<file path="config.mk">
export PLATFORM = sky130hd
export DESIGN_NAME = mem_fi
export DESIGN_NICKNAME = d
export VERILOG_FILES = /design/src/rtl/mem_fi.sv
export SDC_FILE = /design/constraint.sdc
export NUM_CORES = 1
export LEC_CHECK = 0
export BUFFER_PORTS_ARGS = -buffer_cell sky130_fd_sc_hd__buf_2
export CAP_MARGIN = 20
export CORE_MARGIN = 2
export CORE_UTILIZATION = 45
export DETAILED_ROUTE_END_ITERATION = 10
export HOLD_SLACK_MARGIN = 0.06
export PLACE_DENSITY = 0.72
export SKIP_CTS_REPAIR_TIMING = 1
export SLEW_MARGIN = 30
export SYNTH_ARGS = -nofsm -noshare
export SYNTH_HDL_FRONTEND = slang
export SYNTH_SLANG_ARGS = --single-unit
</file>
<file path="constraint.sdc">
create_clock -name clk -period 7.7 [get_ports clk]
set_input_delay 1.54 -clock clk [delete_from_list [all_inputs] [get_ports clk]]
set_output_delay 1.54 -clock clk [all_outputs]
set_load 0.01 [all_outputs]
</file>
<file path="src/rtl/mem_fi.sv">
// rtl/mem_fi.sv - single-port word memory with registered read, clear sequencer and bit-flip fault injection
//
// Purpose:
//   Storage element for Hamming/SEC-DED codec experiments. Codewords are
//   written through data_in. Faults are XOR-flipped in place through the
//   injection port. Reads are registered (1-cycle latency, read-old on
//   collisions). After every reset a sweep clears the whole array, one word
//   per cycle, while busy is high.
//
// Parameters:
//   DATA_W  stored word width (codeword width)
//   ADDR_W  address width, depth = 2**ADDR_W
//   CNT_W   width of the saturating injection counter
//
// Ports:
//   clk       in   clock, all state on rising edge
//   rst       in   synchronous active-high reset
//   wr_en     in   write strobe for addr/data_in
//   rd_en     in   read strobe for addr
//   addr      in   shared read/write address
//   data_in   in   write data
//   inj_en    in   fault-injection strobe
//   inj_addr  in   word to corrupt
//   inj_mask  in   bits to flip (XOR mask)
//   data_out  out  registered read data
//   rd_valid  out  one-cycle pulse, data_out is new
//   busy      out  clear sweep in progress, all strobes ignored
//   inj_cnt   out  count of nonzero-mask injections, saturating

module mem_fi #(
    parameter int DATA_W = 12,
    parameter int ADDR_W = 4,
    parameter int CNT_W  = 8
) (
    input  logic              clk,
    input  logic              rst,
    input  logic              wr_en,
    input  logic              rd_en,
    input  logic [ADDR_W-1:0] addr,
    input  logic [DATA_W-1:0] data_in,
    input  logic              inj_en,
    input  logic [ADDR_W-1:0] inj_addr,
    input  logic [DATA_W-1:0] inj_mask,
    output logic [DATA_W-1:0] data_out,
    output logic              rd_valid,
    output logic              busy,
    output logic [CNT_W-1:0]  inj_cnt
);

    localparam int DEPTH = 1 << ADDR_W;

    typedef enum logic {
        ST_INIT = 1'b0,
        ST_IDLE = 1'b1
    } state_t;

    state_t              state_q, state_d;
    logic [ADDR_W-1:0]   ptr_q, ptr_d;
    logic [DATA_W-1:0]   data_out_q, data_out_d;
    logic                rd_valid_q, rd_valid_d;
    logic [CNT_W-1:0]    inj_cnt_q, inj_cnt_d;

    logic [DATA_W-1:0]   mem [DEPTH];

    // Two array write ports: port A carries the clear sweep or the user
    // write, port B carries an injection to a word other than the one
    // being written.
    logic                pa_en;
    logic [ADDR_W-1:0]   pa_addr;
    logic [DATA_W-1:0]   pa_data;
    logic                pb_en;
    logic [ADDR_W-1:0]   pb_addr;
    logic [DATA_W-1:0]   pb_data;

    logic                inj_on_write;

    // A write and an injection hitting the same word merge into a single
    // store of data_in ^ inj_mask (fault on store).
    assign inj_on_write = wr_en && inj_en && (addr == inj_addr);

    always_comb begin
        state_d    = state_q;
        ptr_d      = ptr_q;
        data_out_d = data_out_q;
        rd_valid_d = 1'b0;
        inj_cnt_d  = inj_cnt_q;
        pa_en      = 1'b0;
        pa_addr    = addr;
        pa_data    = data_in;
        pb_en      = 1'b0;
        pb_addr    = inj_addr;
        pb_data    = mem[inj_addr] ^ inj_mask;

        unique case (state_q)
            ST_INIT: begin
                pa_en   = 1'b1;
                pa_addr = ptr_q;
                pa_data = '0;
                // ptr wraps back to 0 on the last word
                ptr_d   = ptr_q + ADDR_W'(1);
                if (ptr_q == '1) begin
                    state_d = ST_IDLE;
                end
            end
            ST_IDLE: begin
                // Array reads here see the pre-edge contents: read-old
                if (rd_en) begin
                    data_out_d = mem[addr];
                    rd_valid_d = 1'b1;
                end
                if (wr_en) begin
                    pa_en   = 1'b1;
                    pa_addr = addr;
                    pa_data = inj_on_write ? (data_in ^ inj_mask) : data_in;
                end
                if (inj_en && !inj_on_write) begin
                    pb_en = 1'b1;
                end
                if (inj_en && (inj_mask != '0) && (inj_cnt_q != '1)) begin
                    inj_cnt_d = inj_cnt_q + CNT_W'(1);
                end
            end
            default: begin
                state_d = ST_INIT;
            end
        endcase
    end

    always_ff @(posedge clk) begin
        if (rst) begin
            state_q    <= ST_INIT;
            ptr_q      <= '0;
            data_out_q <= '0;
            rd_valid_q <= 1'b0;
            inj_cnt_q  <= '0;
        end else begin
            state_q    <= state_d;
            ptr_q      <= ptr_d;
            data_out_q <= data_out_d;
            rd_valid_q <= rd_valid_d;
            inj_cnt_q  <= inj_cnt_d;
        end
    end

    // The array has no reset of its own: it is only cleared by the sweep
    // that follows reset release.
    always_ff @(posedge clk) begin
        if (!rst) begin
            if (pa_en) begin
                mem[pa_addr] <= pa_data;
            end
            if (pb_en) begin
                mem[pb_addr] <= pb_data;
            end
        end
    end

    assign data_out = data_out_q;
    assign rd_valid = rd_valid_q;
    assign busy     = (state_q == ST_INIT);
    assign inj_cnt  = inj_cnt_q;

endmodule

</file>
## Yosys cells after proc, flatten, opt, wreduce, memory -nomap -nowiden

Memories as Yosys holds them, arrays and structs flattened. A register that Yosys moved wholly into a read port is not among the register bits.
Index checks and enable logic that the tools add are counted.

| cells by class | value |
|---|---|
| add/sub/neg operators | 2 |
| multiply operators | 0 |
| divide/modulo/power cells | 0 |
| magnitude comparators | 0 |
| eq/ne operators | 3 |
| shift-type cells | 0 |
| muxes and demuxes | 17 |
| bitwise logic cells | 3 |
| reduce and logical (&&, ||, !) cells | 10 |

Operators by type and width:

| cell | number |
|---|---|
| 12-bit two-way mux | 2 |
| 12-bit one-hot mux with 2 select lines | 1 |
| 12-bit XOR | 2 |
| 1-bit two-way mux | 12 |
| 12-bit nonzero test | 1 |
| 8-bit by 1-bit adder with 8-bit output (second input constant) | 1 |
| 8-bit != test (second input constant) | 1 |
| 4-bit one-hot mux with 2 select lines | 1 |
| 1-bit logical AND | 5 |
| 4-bit by 1-bit adder with 4-bit output (second input constant) | 1 |
| 4-bit == test | 1 |
| 4-bit == test (second input constant) | 1 |
| 2-bit AND reduction | 2 |
| 1-bit one-hot mux with 2 select lines | 1 |
| 2-bit OR reduction | 1 |
| 1-bit zero test | 1 |
| 1-bit NOT | 1 |

| word-level totals | value |
|---|---|
| bits in registers | 14 |
| latch bits | 0 |
| bits in writable memories | 192 |
| memory bits (read-only) | 0 |
| bits of input ports | 37 |
| output and inout port bits | 22 |
| memories | 1 |

Memories:

| name | depth | bits a word | rd ports | clocked after memory_dff | write ports | line | RTL |
|---|---|---|---|---|---|---|---|
| mem | 16 | 12 | 2 | 1 | 2 | 63 | `logic [DATA_W-1:0] mem [DEPTH];` |

## Logic depth before layout (Yosys ltp)

Gate-level depths: netlist of the first run.

| depth | value |
|---|---|
| depth after elaboration | 9 |
| gate-level depth with buffers | 10 |

## Worst setup path after synthesis of the first run

Ideal clock, no wire load.

| path | value |
|---|---|
| kind | input port to flip-flop |
| start point | input addr[0] |
| end point | memory mem[11][0], enable pin |
| library setup time | 0.398 ns |
| data arrival time | 3.328 ns |
| slack | 3.974 ns |
| cell stages on the path | 5 |
| buffers on the path | 2 |
| cells stage by stage | buf_4 clkbuf_1 and3_1 a31oi_1 o21ai_0 |

RTL lines:

| what | line | RTL |
|---|---|---|
| start, declared | 39 | `input logic [ADDR_W-1:0] addr,` |
| end, declared | 63 |  |

==> results.cfg, run 1 <==
[status]
status = finished, final reports clean

[worst_hold_path]
hold_class = register to register
min_path_cells = 2
holdPathEnd = data_out[6]$_SDFFE_PP0P_
min-delay-start = data_out[6]$_SDFFE_PP0P_

[critical_path]
critical_path_class = input port to register
cp-start-kind = input port
cpPeakStageDelay_ns = 0.89
endpoint_kind = register
path_common_cell = buf_4
rr_endpoint = mem[14][10]$_DFFE_PP_
r2r_slack_ns = 4.87
path_cells = buf_4 -> buf_4 -> mux2_2 -> o22ai_1 -> a221oi_2 -> xnor2_1 -> o41ai_1
startpoint = inj_addr[1]
r2r_start = state_q$_SDFF_PP0_
crit_required_ns = 7.95
r2r_cells = 5
worstPathArrival_ns = 4.73
critPathBufInv = 2
slowest_stage = buf_4
crit_family = buffers and inverters
worstPathMaxFanout = 63

[clock_network]
cts_buffers = 25
clkSlewWorstSetupHoldPaths_ns = 0.06
cts-root-buf = clkbuf_16
clock_sinks = 218
clockBufferDepth = 3
clock_latency_ns = 0.55
cts_tree = yes
htreeDepth = 1

[power]
p_leak_nw = 4.924
switching_power_mw = 0.7400
ir_drop_v = 0.0001479
power.share.sequential_pct = 46.9
intPower_mw = 2.014
clkPwrFrac_pct = 41.2
power_frac_comb_pct = 11.8
p_sw_share_pct = 26.87
pwr_density_cell_nw_per_um2 = 180.5

[timing]
layout_min_cycle_time_ns = 4.474
tightest_slew_ns = 1.066
fin_crit_sh_pct = 58.11
timing.final.hold_violations = 0
relSlewSlack_pct = 28.69
clock.fmax_mhz = 223.5
tns_ns = 0
rsz0062_at_grt = false
finalClockSkew_ns = 0.01326
slew_violations = 0
fin_ws_ns = 3.226
setup_viol = 0

[die]
die_h_um = 180.1
initial_core_util_pct = 45.62
io_pins = 59
coreArea_um2 = 30590
die_area_um2 = 32440
die_w_um = 180.1
num_rows = 64

[finish]
post-route-util_pct = 49.89
syn_to_final_growth_pct = 9.360
layout_common_cells = o41ai_1 (192), edfxtp_1 (192), o21ai_0 (165), buf_2 (57), mux2i_1 (49)
final_nets = 1235
drive_above_1_share_pct = 23.72

[synthesis]
synth_area_um2 = 13960
avgSynthCellArea_um2 = 11.41
seq_area_frac_synth_pct = 45.04
syn_nets = 1262
yosys_warnings = 0
yosys-top-cells-area = edfxtp_1 (41%), o41ai_1 (12%), mux4_2 (7.7%)
synth-edff-count = 192
yosysUniqueCellTypes = 47
ys_ff_latch = 218
synth_largest_area_cell = edfxtp_1
synthCells = 1223
synth_top_area_share_pct = 41.31
synth_ff_type = edfxtp_1
synthArstFlopShare_pct = 0

[global_routing]
antenna_found_initial = 2
grt_usage_pct = 29.84
grt_pass1_vias = 11260
overflow = 0
grt_max_degree = 100
grt_pass1_wl_um = 73600

[placed_design]
place_ws_ns = 2.719
dp_hpwl_um = 31110
finalWeightedCongestion = 0.9352
portBuffers = 58

[route]
drc = 0
wire_per_inst_um = 31.38
initialDrtViolationCount = 2156
vias = 12320
ant_nets = 0
finalWirelength_um = 50590
via_per_inst = 7.643
first_pass_iters = 6

[flow_run]
cap_violations = 0
==> worst register-to-register path: stages, from the launching register on <==
cell	delay, ns
dfxtp_1	0.30
buf_4	0.35
clkinv_1	0.56
nor3b_1	0.35
a31oi_1	0.15
o21ai_2	0.75
==> sequential cells by signal, summed over array words and instances (netlist names) <==
signal	cells
mem	192
data_out	12
inj_cnt	8
ptr_q	4
rd_valid	1
state_q	1
==> power groups by stage <==
stage / sequential (mW) / clock, mW / combinational (mW)
floorplan: 1.31 / 0 / 0.211
global placement: 1.32 / 0 / 0.303
detailed placement: 1.32 / 0 / 0.309
CTS: 1.29 / 1.13 / 0.309
global route: 1.29 / 1.18 / 0.333
finish: 1.29 / 1.14 / 0.326
==> cell type report <==
| type | instances | area (µm²) |
|---|---|---|
| multi-input cells | 846 | 7059 |
| repair buffers | 101 | 634.4 |
| inverters | 4 | 15.01 |
| flip-flops and latches | 218 | 6286 |
| clock inverters | 14 | 68.82 |
| well taps | 396 | 495.5 |
| fillers | 2649 | 15330 |
| clock buffers | 31 | 698.2 |
| diodes | 2 | 5.005 |
==> synth_stat cells (2+ instances only) <==
cell and count:
o21ai_0 181, buf_2 35, ha_1 2, a22oi_1 24, nand2b_1 2, and4_1 13, xor2_1 8, nor3b_2 2
a221oi_2 22, buf_12 3, mux4_2 48, buf_1 3, o22ai_1 25, nor3_1 2, and3_1 4, mux2_2 47
a21oi_1 28, buf_6 6, o41ai_1 192, nor4_1 3, nand3_1 11, mux2i_1 49, dfxtp_1 26, buf_4 5
clkbuf_1 101, a31oi_1 15, o211ai_1 16, nand4b_1 2, xnor2_1 30, a221oi_1 2, o21ai_1 28, edfxtp_1 192
nand4_1 2, nor2_1 45, nand2_1 29, buf_8 2, inv_1 2, nor2b_1 7
==> per-layer routing <==
metal | up-vias | track usage (%) | part of all wire, %
li1 | 5074 | - | -
met1 | 5950 | 39.70 | 36
met2 | 1109 | 44.97 | 44
met3 | 187 | 8.913 | 15
met4 | 0 | 13.68 | 5.0
met5 | - | 0 | 0
==> stage by stage <==
stage / instance area [µm²] / hold WS, ns / cells / total power [mW]
after floorplan: 13960 / 0.4609 / 1223 / 1.525
after global placement: 14310 / 0.4625 / 1554 / 1.618
after detailed placement: 14440 / 0.4743 / 1564 / 1.625
after CTS: 15200 / 0.4883 / 1609 / 2.730
after global routing: 15260 / 0.5259 / 1610 / 2.804
final: 15260 / 0.4829 / 1612 / 2.754
==> cells by family (layout without fill, tap and decap cells) <==
logic type	after synthesis	after routing	synth area share, %
AOI/OAI and AO/OA	534	534	27.06
DFF	218	218	45.04
buffers and inverters	159	150	5.559
muxes	145	145	15.13
and+or+nand+nor	127	127	4.644
xor gates and xnor gates	38	38	2.385
adders and majority gates	2	2	0.1793
other	0	2	0
==> how the worst max path moves through the flow <==
| stage | depth (start not counted) | endpoint |
|---|---|---|
| floorplan | 5 | mem[11][0]$_DFFE_PP_ |
| global placement | 6 | mem[13][7]$_DFFE_PP_ |
| detailed placement | 6 | mem[6][8]$_DFFE_PP_ |
| CTS | 6 | mem[6][8]$_DFFE_PP_ |
| global route | 7 | mem[12][9]$_DFFE_PP_ |
| finish | 7 | mem[5][10]$_DFFE_PP_ |
Note: power is estimated with default switching activity, not from simulation.
==> inputs of run 2 (changes only) <==
--- a/config.mk
+++ b/config.mk
@@ -11,7 +11,7 @@
 export CORE_UTILIZATION = 45
 export DETAILED_ROUTE_END_ITERATION = 10
 export HOLD_SLACK_MARGIN = 0.06
-export PLACE_DENSITY = 0.72
+export PLACE_DENSITY = 0.75
 export SKIP_CTS_REPAIR_TIMING = 1
 export SLEW_MARGIN = 30
 export SYNTH_ARGS = -nofsm -noshare
==> constraint.sdc (replaced) <==
create_clock -name clk -period 3.6 [get_ports clk]
set_input_delay 0.72 -clock clk [delete_from_list [all_inputs] [get_ports clk]]
set_output_delay 0.72 -clock clk [all_outputs]
set_load 0.01 [all_outputs]
==> results.cfg, run 2 (same netlist as run 1, synthesis figures left out) <==
[status]
status = finished, final reports clean

[critical_path]
endpoint_kind = register
worstPathMaxFanout = 26
r2r_cells = 7
path_common_cell = buf_4
r2r_start = state_q$_SDFF_PP0_
slowest_stage = nor3b_2
cp-start-kind = input port
rr_endpoint = mem[11][3]$_DFFE_PP_
worstPathArrival_ns = 3.13
critical_path_class = input port to register
crit_required_ns = 3.90
path_cells = buf_4 -> buf_4 -> nor3b_2 -> nand2_2 -> buf_4 -> o41ai_1
cpPeakStageDelay_ns = 0.55
r2r_slack_ns = 0.83

[clock_network]
cts-root-buf = clkbuf_16
cts_tree = yes
clkSlewWorstSetupHoldPaths_ns = 0.06
htreeDepth = 1
cts_buffers = 24
clock_sinks = 218
clock_latency_ns = 0.54
clockBufferDepth = 3

[power]
power_frac_comb_pct = 11.9
ir_drop_v = 0.0003796
total_power_mw = 5.985
pwr_density_cell_nw_per_um2 = 383.5
power.share.sequential_pct = 46.2
p_leak_nw = 5.166
switching_power_mw = 1.543
p_sw_share_pct = 25.78
intPower_mw = 4.442
clkPwrFrac_pct = 41.9

[global_routing]
grt_max_degree = 99
antenna_found_initial = 3
grt_pass1_wl_um = 74400
overflow = 0
grt_pass1_vias = 11870
grt_usage_pct = 30.22

[route]
wire_per_inst_um = 30.86
vias = 12610
initialDrtViolationCount = 2127
first_pass_iters = 6
drc = 0
via_per_inst = 7.616
ant_nets = 0
finalWirelength_um = 51110

[timing]
clock.fmax_mhz = 353.6
relSlewSlack_pct = 41.74
timing.final.hold_violations = 0
tightest_slew_ns = 0.8711
layout_min_cycle_time_ns = 2.828
setup_viol = 0
fin_hold_ws_ns = 0.4859
finalClockSkew_ns = 0.01113
tns_ns = 0
slew_violations = 0
rsz0062_at_grt = false
fin_crit_sh_pct = 78.56

[worst_hold_path]
holdPathEnd = data_out[3]$_SDFFE_PP0P_
min-delay-start = data_out[3]$_SDFFE_PP0P_
min_path_cells = 2
hold_class = register to register

[finish]
stdcell_area_um2 = 15600
instances_no_fill = 1656
largest_reg_flops = 192
top_register = mem
diodes = 0
layout_common_cells = o41ai_1 (192), edfxtp_1 (192), o21ai_0 (165), buf_4 (84), buf_2 (56)
drive_above_1_share_pct = 24.68
syn_to_final_growth_pct = 11.81
final_nets = 1282

[die]
die_h_um = 180.1
initial_core_util_pct = 45.62
die_area_um2 = 32440
io_pins = 59
num_rows = 64
coreArea_um2 = 30590
die_w_um = 180.1

[flow_run]
cap_violations = 0

[placed_design]
placedCellCount = 1613
finalWeightedCongestion = 0.9916
portBuffers = 58
dpl_cell_area_um2 = 14820
dp_hpwl_um = 31850
run 2: cell types whose count changed in the layout (fill, tap and decap cells not counted), sizes merged:
| cell | change |
|---|---|
| buf | +48 |
| clkinv | -6 |
| clkbuf | +4 |
| bufinv | +2 |
| diode | -2 |
| clkinvlp | -1 |
| inv | -1 |
run 2: worst max path at each step:
| stage | from | to | slack (ns) | cells after the start |
|---|---|---|---|---|
| after detailed placement | inj_addr[1] | mem[6][8]$_DFFE_PP_ | 0.46 | 6 |
| after global placement | inj_addr[1] | mem[6][6]$_DFFE_PP_ | 0.50 | 6 |
| final | inj_addr[1] | mem[14][6]$_DFFE_PP_ | 0.77 | 6 |
| after CTS | state_q$_SDFF_PP0_ | mem[11][3]$_DFFE_PP_ | 0.94 | 7 |
| after global routing | state_q$_SDFF_PP0_ | mem[11][8]$_DFFE_PP_ | 0.77 | 7 |
| after floorplan | addr[0] | mem[11][0]$_DFFE_PP_ | 0.69 | 5 |
run 2: final cells by class:
type                       instances  area, µm²
timing repair buffer             149       1082
clock buffer                      35      694.4
multi-input combinational        846       6945
fill                            2624      14990
tap                              396      495.5
clock inverter                     8      85.08
inverter                           4      15.01
sequential                       218       6286
run 2: metal layers:
metal	part of all wire, %	GRT usage, %
met5	0.055	0
met4	6.0	15.00
met3	17	9.741
met2	44	46.79
met1	33	38.20
run 2: power groups by stage:
stage          clock (mW)  sequential (mW)  combinational (mW)
6_report             2.51             2.76               0.711
5_1_grt              2.57             2.76               0.732
4_1_cts              2.50             2.76               0.678
3_5_place_dp            0             2.82               0.674
3_3_place_gp            0             2.81               0.665
2_1_floorplan           0             2.81               0.452
run 2: per-stage QoR:
| step | utilization [%] | setup WS (ns) |
|---|---|---|
| floorplan | - | 0.6939 |
| global placement | 48.38 | 0.4971 |
| detailed placement | 48.45 | 0.4586 |
| CTS | 51.00 | 0.9435 |
| global route | 51.01 | 0.7668 |
| finish | 51.01 | 0.7719 |
run 2: critical path, delay by kind of cell:
family | cells | cell delay [ns]
compound gates | 1 | 0.35
buf+inv | 3 | 1.07
simple gates | 2 | 0.97
